`src/rtl/simon_decrypt.sv`:
```
// Serial Simon32/64 decryption engine: loads ciphertext nibbles and key bytes over 8 beats,
// expands the key schedule forward, runs 32 inverse rounds walking the schedule backward, streams plaintext.
module simon_decrypt #(
  parameter int unsigned N = 8,
  parameter int unsigned M = 4,
  parameter int unsigned C = 8
) (
  input  logic         clk,
  input  logic         reset,
  input  logic [N-1:0] key,
  input  logic [M-1:0] ciphertxt,
  input  logic         start,
  output logic [M-1:0] plain,
  output logic         plain_valid,
  output logic         busy,
  output logic         done_final
);

  localparam int unsigned KW = N * C;
  localparam int unsigned BW = M * C;
  localparam int unsigned CW = 5;
  localparam logic [CW-1:0] LAST_BEAT = CW'(C - 1);
  localparam logic [CW-1:0] LAST_EXP  = CW'(27);
  localparam logic [CW-1:0] LAST_RND  = CW'(31);
  // z0 sequence, index 0 at bit 63; padded so any 6-bit index stays in range
  localparam logic [63:0] Z0 =
    {62'b11111010001001010110000111001101111101000100101011000011100110, 2'b00};

  typedef enum logic [2:0] {IDLE, LOAD, EXPAND, DECRYPT, OUTPUT, DONE} state_e;

  function automatic logic [15:0] sched_t(input logic [15:0] a, input logic [15:0] b);
    logic [15:0] t;
    t = {a[2:0], a[15:3]} ^ b;
    return t ^ {t[0], t[15:1]};
  endfunction

  function automatic logic [15:0] round_f(input logic [15:0] v);
    return ({v[14:0], v[15]} & {v[7:0], v[15:8]}) ^ {v[13:0], v[15:14]};
  endfunction

  function automatic logic [15:0] zword(input logic [5:0] idx);
    return {15'b0, Z0[6'd63 - idx]};
  endfunction

  state_e          state_q, state_d;
  logic [CW-1:0]   cnt_q, cnt_d;
  logic [BW-1:0]   ct_q, ct_d;
  logic [KW-1:0]   key_q, key_d;
  logic [M-1:0]    plain_q, plain_d;
  logic            valid_q, valid_d;
  logic            done_q, done_d;

  logic [15:0]     w3, w2, w1, w0;
  logic [15:0]     exp_new, bwd_prev;
  logic [BW-1:0]   rnd_data;

  // Key window w3..w0: k_{i+3}..k_i while expanding, k_i..k_{i-3} while decrypting
  assign w3 = key_q[63:48];
  assign w2 = key_q[47:32];
  assign w1 = key_q[31:16];
  assign w0 = key_q[15:0];

  assign exp_new  = ~w0 ^ sched_t(w3, w1) ^ zword(6'(cnt_q)) ^ 16'h0003;
  assign bwd_prev = ~(w3 ^ sched_t(w2, w0) ^ zword(6'(cnt_q) - 6'd4) ^ 16'h0003);
  assign rnd_data = {ct_q[15:0], ct_q[31:16] ^ round_f(ct_q[15:0]) ^ w3};

  // Next-state and datapath update
  always_comb begin
    state_d = state_q;
    cnt_d   = cnt_q;
    ct_d    = ct_q;
    key_d   = key_q;
    plain_d = plain_q;
    valid_d = 1'b0;
    done_d  = 1'b0;
    case (state_q)
      IDLE: begin
        if (start) begin
          ct_d    = {ct_q[BW-M-1:0], ciphertxt};
          key_d   = {key_q[KW-N-1:0], key};
          cnt_d   = CW'(1);
          state_d = LOAD;
        end
      end
      LOAD: begin
        if (start) begin
          ct_d  = {ct_q[BW-M-1:0], ciphertxt};
          key_d = {key_q[KW-N-1:0], key};
          if (cnt_q == LAST_BEAT) begin
            cnt_d   = '0;
            state_d = EXPAND;
          end else begin
            cnt_d = cnt_q + CW'(1);
          end
        end else begin
          cnt_d   = '0;
          state_d = IDLE;
        end
      end
      EXPAND: begin
        key_d = {exp_new, key_q[63:16]};
        if (cnt_q == LAST_EXP) begin
          cnt_d   = LAST_RND;
          state_d = DECRYPT;
        end else begin
          cnt_d = cnt_q + CW'(1);
        end
      end
      DECRYPT: begin
        ct_d = rnd_data;
        if (cnt_q == '0) begin
          // Final round: first plaintext nibble leaves on the same edge
          ct_d    = {rnd_data[BW-M-1:0], {M{1'b0}}};
          plain_d = rnd_data[BW-1 -: M];
          valid_d = 1'b1;
          state_d = OUTPUT;
        end else begin
          key_d = {key_q[47:0], bwd_prev};
          cnt_d = cnt_q - CW'(1);
        end
      end
      OUTPUT: begin
        if (cnt_q == LAST_BEAT) begin
          plain_d = '0;
          done_d  = 1'b1;
          cnt_d   = '0;
          state_d = DONE;
        end else begin
          plain_d = ct_q[BW-1 -: M];
          ct_d    = {ct_q[BW-M-1:0], {M{1'b0}}};
          valid_d = 1'b1;
          cnt_d   = cnt_q + CW'(1);
        end
      end
      DONE: state_d = IDLE;
      default: state_d = IDLE;
    endcase
  end

  always_ff @(posedge clk or posedge reset) begin
    if (reset) begin
      state_q <= IDLE;
      cnt_q   <= '0;
      ct_q    <= '0;
      key_q   <= '0;
      plain_q <= '0;
      valid_q <= 1'b0;
      done_q  <= 1'b0;
    end else begin
      state_q <= state_d;
      cnt_q   <= cnt_d;
      ct_q    <= ct_d;
      key_q   <= key_d;
      plain_q <= plain_d;
      valid_q <= valid_d;
      done_q  <= done_d;
    end
  end

  assign plain       = plain_q;
  assign plain_valid = valid_q;
  assign done_final  = done_q;
  assign busy        = (state_q != IDLE);

endmodule

```
`config.mk`:
```
export PLATFORM = sky130hd
export DESIGN_NAME = simon_decrypt
export DESIGN_NICKNAME = d
export VERILOG_FILES = /design/src/rtl/simon_decrypt.sv
export SDC_FILE = /design/constraint.sdc
export NUM_CORES = 1
export LEC_CHECK = 0
export CORE_UTILIZATION = 60
export CTS_CLUSTER_SIZE = 24
export DETAILED_ROUTE_END_ITERATION = 7
export PLACE_DENSITY = 0.78
export SETUP_SLACK_MARGIN = 0.15
export SLEW_MARGIN = 0
export SYNTH_ARGS = -nofsm -noshare
export SYNTH_HDL_FRONTEND = slang
export SYNTH_SLANG_ARGS = --single-unit
```
`constraint.sdc`:
```
create_clock -name clk -period 5.4 [get_ports clk]
set_input_delay 0.54 -clock clk [delete_from_list [all_inputs] [get_ports clk]]
set_output_delay 0.54 -clock clk [all_outputs]
set_load 0.01 [all_outputs]
```
==> results of run 1 <==
layout make-up:
cell class | instances | area, um^2 | area share [%]
clock buffers | 14 | 264 | 3.14
inverters | 10 | 40.0 | 0.476
repair buffers | 30 | 278 | 3.30
flip-flops and latches | 110 | 2750 | 32.7
well taps | 172 | 215 | 2.56
clock inverters | 2 | 38.8 | 0.461
multi-input cells | 759 | 4830 | 57.3
cells in the mapped netlist (2+ instances only):
cell type | n | area (um^2)
nor3b_1 | 2 | 15.0
or2_1 | 2 | 12.5
mux4_2 | 3 | 67.6
a211o_1 | 4 | 35.0
nor2_1 | 68 | 255
a21oi_1 | 52 | 260
a211oi_1 | 17 | 128
buf_2 | 32 | 160
xor2_1 | 14 | 123
o311ai_1 | 10 | 87.6
buf_6 | 4 | 45.0
o21a_1 | 17 | 128
a22oi_1 | 5 | 37.5
o311ai_0 | 6 | 52.6
inv_1 | 10 | 37.5
o22ai_1 | 5 | 31.3
nand2_1 | 184 | 691
o31ai_1 | 5 | 37.5
dfrtp_1 | 110 | 2750
buf_1 | 5 | 18.8
mux2_2 | 11 | 124
xnor2_1 | 136 | 1190
buf_4 | 3 | 22.5
mux2i_1 | 42 | 420
nor2b_1 | 3 | 18.8
a21o_1 | 6 | 45.0
nor3_1 | 10 | 50.1
o21ai_0 | 107 | 536
ha_1 | 14 | 175
a31oi_1 | 3 | 18.8
o21ai_1 | 5 | 25.0
clkbuf_1 | 43 | 161
nand2b_1 | 4 | 25.0
a221oi_1 | 4 | 35.0
critical path, stage by stage, from the launching register on:
cell     delay (ps)
dfrtp_1         690
nor2b_4         240
buf_4           490
nand2_2         770
nor2_1          630
a311o_1         260
o31ai_1          80
a22o_1          210
stage by stage:
step           utilization [%]  setup slack (ps)
3_5_place_dp              63.3              1960
6_report                  65.6              1920
4_1_cts                   65.6              1950
3_3_place_gp              63.3              2040
5_1_grt                   65.6              1630
2_1_floorplan                -              1960
placed cells by master, fill, tap and decap left out, types with 2 or more instances in the layout:
| master | netlist | final |
|---|---|---|
| nor3_1 | 10 | 10 |
| nand2_2 | 1 | 2 |
| buf_4 | 3 | 9 |
| clkdlybuf4s50_1 | 0 | 21 |
| a31oi_1 | 3 | 3 |
| clkbuf_16 | 0 | 9 |
| nor3b_1 | 2 | 2 |
| o311ai_1 | 10 | 10 |
| a221oi_1 | 4 | 4 |
| nand2b_1 | 4 | 4 |
| a21oi_1 | 52 | 52 |
| mux4_2 | 3 | 3 |
| o21ai_0 | 107 | 107 |
| xor2_1 | 14 | 14 |
| or2_1 | 2 | 2 |
| inv_1 | 10 | 9 |
| a211o_1 | 4 | 4 |
| nand2_1 | 184 | 183 |
| dfrtp_1 | 110 | 109 |
| a21o_1 | 6 | 6 |
| clkbuf_8 | 0 | 2 |
| o31ai_1 | 5 | 5 |
| o21a_1 | 17 | 17 |
| nor2b_1 | 3 | 2 |
| clkbuf_1 | 43 | 3 |
| a22oi_1 | 5 | 5 |
| mux2i_1 | 42 | 42 |
| nor2_1 | 68 | 68 |
| o311ai_0 | 6 | 6 |
| mux2_2 | 11 | 11 |
| xnor2_1 | 136 | 136 |
| o22ai_1 | 5 | 5 |
| a211oi_1 | 17 | 17 |
| o21ai_1 | 5 | 5 |
| ha_1 | 14 | 14 |
flip-flops by register name, indices dropped and copies added, names as in the netlist:
register / count
cnt_q: 5
ct_q: 32
done_final: 1
key_q: 64
plain: 4
plain_valid: 1
state_q: 3
cells by family (layout without fill, tap and decap cells):
kind of cell,count (synthesis),after routing,synth area share [%]
AND/OR/NAND/NOR,285,285,14.6
buffers and inverters,98,56,5.62
multiplexers,56,56,7.64
AO/OA/AOI/OAI,254,254,19.2
adder cells (fa/ha/maj),14,14,2.19
XOR/XNOR,150,150,16.4
flip-flops,110,110,34.4
metal layers:
| metal | track usage (%) | vias to the layer above | wire, um |
|---|---|---|---|
| li1 | - | 3176 | - |
| met4 | 10.1 | 0 | 415 |
| met1 | 42.4 | 3093 | 9050 |
| met5 | 0 | - | 0 |
| met2 | 44.6 | 165 | 8850 |
| met3 | 4.46 | 25 | 744 |
worst max path at each step:
stage | from | to | cells past startpoint
2_1_floorplan | reset | cnt_q[0] | 1
3_3_place_gp | state_q[1] | state_q[1] | 7
3_5_place_dp | state_q[1] | state_q[1] | 7
4_1_cts | state_q[1] | state_q[1] | 7
5_1_grt | state_q[1] | state_q[1] | 7
6_report | state_q[1] | state_q[1] | 7
==> metrics.cfg, run 1 <==
[sta]
finalCritPeriodShare_pct=64.4
layout_min_cycle_time_ps=3480
slew_headroom_pct=26.2
holdWs_ps=485
hold_viol=0
worstMarginPinSlew_ps=1100
skew_ps=8.56
fin_setup_tns_ps=0
final-setup-viol-count=0
maxSlewViolCount=0
timing.fmax_ghz=0.288
rsz0062_at_grt=no

[run]
maxCapViolCount=0

[routing]
vias=6459
route.detailed.wl_per_inst_um=17.4
drt_iter0_drc=639
totalWireLength_um=19100
first_pass_iters=5
viasPerCell=5.89
drtAntennaViolNets=0
drc=0

[worst_hold_path]
hold_depth=2
hp-start=plain[2]
holdCritPathClass=flip-flop to flip-flop
min_to=plain[2]

[placement]
port_buffers=21
placed_cells=1081
dp_hpwl_um=12900
gp_congestion=0.855
placed_area_um2=8110

[synth]
synth_cell_types=55
synth_top_flop_cell=dfrtp_1
synth_fp_nets=996
ys_ff_latch=110
async_reset_ff_share_pct=100
netlist_area_um2=8010
syn_inst=967
syn_area_per_cell_um2=8.28
synth_edf_count=0
synth_warnings=0
yosysSeqAreaShare_pct=34.4

[grt]
grt_usage_pct=29.3
grt_pass1_wl_um=32200
grt-ovfl-total=0
grt_max_degree=75
first_global_vias=5900
antenna_found_initial=0

[die]
die_h_um=118
die-area_um2=13800
start_util_pct=62.4
die_width_um=118
ios=22
core_area_um2=12800
rows=41

[worst_setup_path]
cp-end-kind=flip-flop
cp_max_fo=70
cp.required_ps=5650
rr_worst_depth=7
worstPathArrival_ps=3730
path_class=flip-flop to flip-flop
r2r_slack_ps=1920
rr_startpoint=state_q[1]
reg2reg_to=state_q[1]
cp-start-kind=flip-flop

[cts]
clkTransAtPathRegs_ps=70
clock-sinks=110
postCtsHoldBufs=0
cts_buffers=9
cts_resized=0
htree_num_levels=3
tritoncts=done
post_cts_buffers=0
clock_latency_ps=360
cts_max_path_buffers=2
cts_root_buf=clkbuf_16

[cells_and_area]
final_cell_area_um2=8420
nets=949
diodes=0
area_growth_syn_to_layout_pct=5.09
num-fill-cells=1105
layout.cells.non_filler=1097
drive_above_1_share_pct=4.97

[status]
outcome=complete, no violations

Power of run 1 is left out: the tool's default activity adds up to more than one toggle a clock period on the data nets, which glitch-free logic cannot reach.
==> run 2, diff against run 1 <==
==> constraint.sdc (replaced) <==
create_clock -name clk -period 3.5 [get_ports clk]
set_input_delay 0.35 -clock clk [delete_from_list [all_inputs] [get_ports clk]]
set_output_delay 0.35 -clock clk [all_outputs]
set_load 0.01 [all_outputs]
==> run 2 against run 1 <==
  * Clock skew up 4.2 ps
  * First-iteration DRC count up 7.5%
  * Setup slack worse by 1100 ps
  * Largest cell class unchanged
  * Critical endpoint is now cnt_q[0]
  * Non-clock buffer count up 2
  * Critical path depth unchanged
  * Sequential share of layout area down 0.27 points
==> metrics.cfg, run 2 (synthesis results as in run 1) <==
[status]
outcome=complete, no violations  ; unchanged

[run]
maxCapViolCount=0  ; unchanged

[worst_hold_path]
holdCritPathClass=flip-flop to flip-flop  ; unchanged
hold_depth=2  ; unchanged
min_to=plain[0]  ; was plain[2]
hp-start=plain[0]  ; was plain[2]

[worst_setup_path]
path_cells=inv_1, ha_1, and2b_1, nand2_1, buf_4, o211ai_1, o32a_1  ; was nor2b_4, buf_4, nand2_2, nor2_1, a311o_1, o31ai_1, a22o_1
cp-end-kind=flip-flop  ; unchanged
cp-start-kind=flip-flop  ; unchanged
reg2reg_to=cnt_q[0]  ; was state_q[1]
crit_slowest_cell=dfrtp_1  ; was nand2_2
rr_worst_depth=7  ; unchanged
r2r_slack_ps=810  ; was 1920 ps
worstPathArrival_ps=2940  ; was 3730 ps
path_class=flip-flop to flip-flop  ; unchanged
cp.required_ps=3740  ; was 5650 ps
critPathMaxStageDelay_ps=650  ; was 770 ps
cp_max_fo=33  ; was 70
rr_startpoint=cnt_q[2]  ; was state_q[1]

[die]
rows=41  ; unchanged
core_area_um2=12800  ; unchanged
die-area_um2=13800  ; unchanged
ios=22  ; unchanged
start_util_pct=62.4  ; unchanged
die_width_um=118  ; unchanged
die_h_um=118  ; unchanged

[cells_and_area]
top_regs=key_q: 64 flops, ct_q: 32 flops, cnt_q: 5 flops  ; unchanged
drive_above_1_share_pct=5.39  ; was 4.97%
nets=951  ; was 949
most-common-layout-cells=nand2_1, xnor2_1, dfrtp_1, o21ai_0, nor2_1  ; unchanged
diodes=0  ; unchanged
area_growth_syn_to_layout_pct=5.98  ; was 5.09%
largest_reg_flops=64  ; unchanged
multiInputGateArea_um2=4830  ; unchanged
ff_latch_area_um2=2750  ; unchanged
final_common_cell=nand2_1  ; unchanged
num-fill-cells=1065  ; was 1105
largest-register=key_q  ; unchanged

[sta]
holdWs_ps=485  ; about the same
finalCritPeriodShare_pct=76.9  ; was 64.4%
layout_min_cycle_time_ps=2690  ; was 3480 ps
timing.fmax_ghz=0.372  ; was 0.288 GHz
fin_setup_tns_ps=0  ; unchanged
final-setup-viol-count=0  ; unchanged
hold_viol=0  ; unchanged
maxSlewViolCount=0  ; unchanged
slew_headroom_pct=25.4  ; was 26.2%
skew_ps=12.7  ; was 8.56 ps
rsz0062_at_grt=no  ; unchanged
worstMarginPinSlew_ps=1110  ; was 1100 ps

[grt]
grt_usage_pct=29.6  ; was 29.3%
grt-ovfl-total=0  ; unchanged
grt_max_degree=118  ; was 75
first_global_vias=6053  ; was 5900
use_met3_pct=5.62  ; was 4.46%
grt_use_met1_pct=42.0  ; was 42.4%
grt_pass1_wl_um=32500  ; was 32200 um
met2_usage_pct=45.8  ; was 44.6%
antenna_found_initial=0  ; unchanged
busiest_layer=met2  ; unchanged

[cts]
cts_buffers=9  ; unchanged
clkTransAtPathRegs_ps=70  ; about the same
tritoncts=done  ; unchanged
cts_resized=0  ; unchanged
postCtsHoldBufs=0  ; unchanged
htree_num_levels=3  ; unchanged
clock_latency_ps=370  ; was 360 ps
cts_max_path_buffers=2  ; unchanged
clock-sinks=110  ; unchanged
cts_root_buf=clkbuf_16  ; unchanged
post_cts_buffers=0  ; unchanged

[routing]
drc=0  ; unchanged
route.detailed.wl_per_inst_um=17.7  ; was 17.4 um
drtAntennaViolNets=0  ; unchanged
vias=6524  ; was 6459
totalWireLength_um=19400  ; was 19100 um
first_pass_iters=5  ; unchanged
drt_iter0_drc=687  ; was 639
viasPerCell=5.94  ; was 5.89

[placement]
dp_hpwl_um=12800  ; was 12900 um
port_buffers=21  ; unchanged
gp_congestion=0.888  ; was 0.855

==> run 2: area by class of cell <==
cell class	count	area share, %
Sequential cell	110	32.4
Clock inverter	5	1.22
Inverter	10	0.472
Multi-Input combinational cell	759	56.9
Timing Repair Buffer	32	3.60
Tap cell	172	2.54
Clock buffer	11	2.86
==> run 2: per-layer routing <==
| metal | part of all wire, % | up-vias | wire length (um) |
|---|---|---|---|
| met1 | 46 | 3095 | 8890 |
| met2 | 46 | 221 | 9020 |
| met4 | 2.1 | 0 | 413 |
| li1 | - | 3182 | - |
| met5 | 0 | - | 0 |
| met3 | 5.6 | 26 | 1090 |
==> run 2: how the worst max path moves through the flow <==
stage	start	end	slack, ps	cells after the start
2_1_floorplan	reset	cnt_q[0]	250	1
3_3_place_gp	cnt_q[2]	cnt_q[0]	900	7
3_5_place_dp	cnt_q[2]	cnt_q[0]	820	7
4_1_cts	cnt_q[2]	cnt_q[0]	800	7
5_1_grt	cnt_q[2]	ct_q[14]	600	8
6_report	cnt_q[2]	cnt_q[0]	810	7
==> run 2: worst max-delay path, delay by kind of cell, from the launching register on <==
family / cells / cell delay [ps]
DFF: 1 / 650
buffers and inverters: 2 / 640
AOI/OAI and AO/OA: 2 / 620
adders and majority gates: 1 / 330
and+or+nand+nor: 2 / 320
==> run 2: per-stage QoR <==
stage / std cells / instance area [um^2] / utilization [%] / worst slack (ps)
floorplan: 967 / 8010 / - / 248
global placement: 1083 / 8140 / 63.5 / 896
detailed placement: 1083 / 8140 / 63.5 / 815
CTS: 1099 / 8490 / 66.2 / 802
global route: 1099 / 8490 / 66.2 / 596
finish: 1099 / 8490 / 66.2 / 809
Power of run 2 is left out for the same reason.
==> run 3, diff against run 2 <==
==> constraint.sdc (replaced) <==
create_clock -name clk -period 2.6 [get_ports clk]
set_input_delay 0.26 -clock clk [delete_from_list [all_inputs] [get_ports clk]]
set_output_delay 0.26 -clock clk [all_outputs]
set_load 0.01 [all_outputs]
==> run 3 against run 2 <==
  * Die area did not move
  * Register-to-register slack lost 430 ps
  * Clock-buffer cell count up 1
  * Setup slack worse by 430 ps
  * Hold slack worse by 180 ps
  * Flip-flop and latch count unchanged
  * Clock skew increased by 2.3 ps
  * Non-clock buffer count up 15
  * Critical path type unchanged
==> metrics.cfg, run 3 (synthesis results as in run 1) <==
[cells_and_area]
largest_reg_flops=64  ; unchanged
diodes=0  ; unchanged
drive_above_1_share_pct=6.90  ; was 5.39%
final_common_cell=nand2_1  ; unchanged
top_regs=key_q: 64 flops, ct_q: 32 flops, cnt_q: 5 flops  ; unchanged
most-common-layout-cells=nand2_1, xnor2_1, dfrtp_1, o21ai_0, nor2_1  ; unchanged
nets=966  ; was 951
largest-register=key_q  ; unchanged
area_growth_syn_to_layout_pct=7.31  ; was 5.98%

[cts]
clkTransAtPathRegs_ps=80  ; was 70 ps
cts_max_path_buffers=2  ; unchanged
clock-sinks=110  ; unchanged
post_cts_buffers=0  ; unchanged
cts_root_buf=clkbuf_16  ; unchanged
cts_buffers=9  ; unchanged
postCtsHoldBufs=0  ; unchanged
tritoncts=done  ; unchanged
clock_latency_ps=370  ; about the same
htree_num_levels=3  ; unchanged

[sta]
final-setup-viol-count=0  ; unchanged
holdWs_ps=310  ; was 485 ps
slew_headroom_pct=58.0  ; was 25.4%
rsz0062_at_grt=no  ; unchanged
finalCritPeriodShare_pct=85.4  ; was 76.9%
worstMarginPinSlew_ps=629  ; was 1110 ps
fin_setup_tns_ps=0  ; unchanged
layout_min_cycle_time_ps=2220  ; was 2690 ps
timing.fmax_ghz=0.450  ; was 0.372 GHz
hold_viol=0  ; unchanged
maxSlewViolCount=0  ; unchanged
skew_ps=15.0  ; was 12.7 ps

[grt]
grt_max_degree=97  ; was 118
grt_usage_pct=30.0  ; was 29.6%
grt_pass1_wl_um=33200  ; was 32500 um
first_global_vias=6223  ; was 6053
grt-ovfl-total=0  ; unchanged
antenna_found_initial=0  ; unchanged

[worst_setup_path]
path_class=flip-flop to flip-flop  ; unchanged
cp-start-kind=flip-flop  ; unchanged
reg2reg_to=ct_q[16]  ; was cnt_q[0]
cp-end-kind=flip-flop  ; unchanged
r2r_slack_ps=380  ; was 810 ps
rr_startpoint=state_q[0]  ; was cnt_q[2]
cp_max_fo=34  ; was 33
startpoint=state_q[0]  ; was cnt_q[2]
rr_worst_depth=6  ; was 7
worstPathArrival_ps=2470  ; was 2940 ps
cp.required_ps=2850  ; was 3740 ps

[worst_hold_path]
holdCritPathClass=input port to async pin  ; was flip-flop to flip-flop

[routing]
route.detailed.wl_per_inst_um=17.5  ; was 17.7 um
drc=0  ; unchanged
viasPerCell=5.92  ; was 5.94
drtAntennaViolNets=0  ; unchanged
first_pass_iters=7  ; was 5
drt_iter0_drc=736  ; was 687
totalWireLength_um=19500  ; was 19400 um
vias=6597  ; was 6524

[die]
die-area_um2=13800  ; unchanged
rows=41  ; unchanged
die_width_um=118  ; unchanged
ios=22  ; unchanged
core_area_um2=12800  ; unchanged
start_util_pct=62.4  ; unchanged
die_h_um=118  ; unchanged

[run]
maxCapViolCount=0  ; unchanged

[status]
outcome=complete, no violations  ; unchanged

[placement]
port_buffers=21  ; unchanged
gp_congestion=0.886  ; was 0.888
dp_hpwl_um=13400  ; was 12800 um

## run 3: cell types whose count changed in the layout (fill, tap and decap cells not counted), sizes merged
cell and change:
clkinvlp +1, buf +15, bufinv -2, clkbuf +1
## run 3: worst max-delay path by stage
| stage | endpoint | slack, ps |
|---|---|---|
| floorplan | key_q[53] | 450 |
| global placement | key_q[48] | 470 |
| detailed placement | ct_q[22] | 320 |
| CTS | ct_q[22] | 320 |
| global route | key_q[48] | 210 |
| finish | ct_q[16] | 380 |
## run 3: per-layer routing
layer	up-vias	GRT usage, %	share of wire, %
met4	0	11.5	2.9
met5	-	0	0
met3	34	5.67	5.4
li1	3214	-	-
met1	3152	43.2	46
met2	197	44.8	45
## run 3: critical path, stage by stage (launching register included)
cell and delay (ps):
dfrtp_2 500, or3b_1 570, nor2_8 220, or2_1 120
buf_4 330, o311ai_0 210, o21a_1 140
## run 3: layout make-up
cell class	count	area, um^2
Fill cell	1050	4230
Clock inverter	4	52.6
Timing Repair Buffer	47	455
Sequential cell	110	2750
Tap cell	172	215
Inverter	10	41.3
Multi-Input combinational cell	759	4830
Clock buffer	12	246
## run 3: repair_timing
item / CTS / global route
gates resized for setup: 0 / 1
setup endpoints to repair: 0 / 8
hold endpoints to repair: 0 / 0
## run 3: stage by stage
step	area [um^2]	setup slack (ps)	instances	utilization, %
after detailed placement	8290	320	1098	64.7
final	8590	378	1114	67.0
after global placement	8290	470	1098	64.7
after global routing	8590	210	1114	67.0
after CTS	8590	322	1114	67.0
after floorplan	8010	446	967	-
Power of run 3 is left out for the same reason.
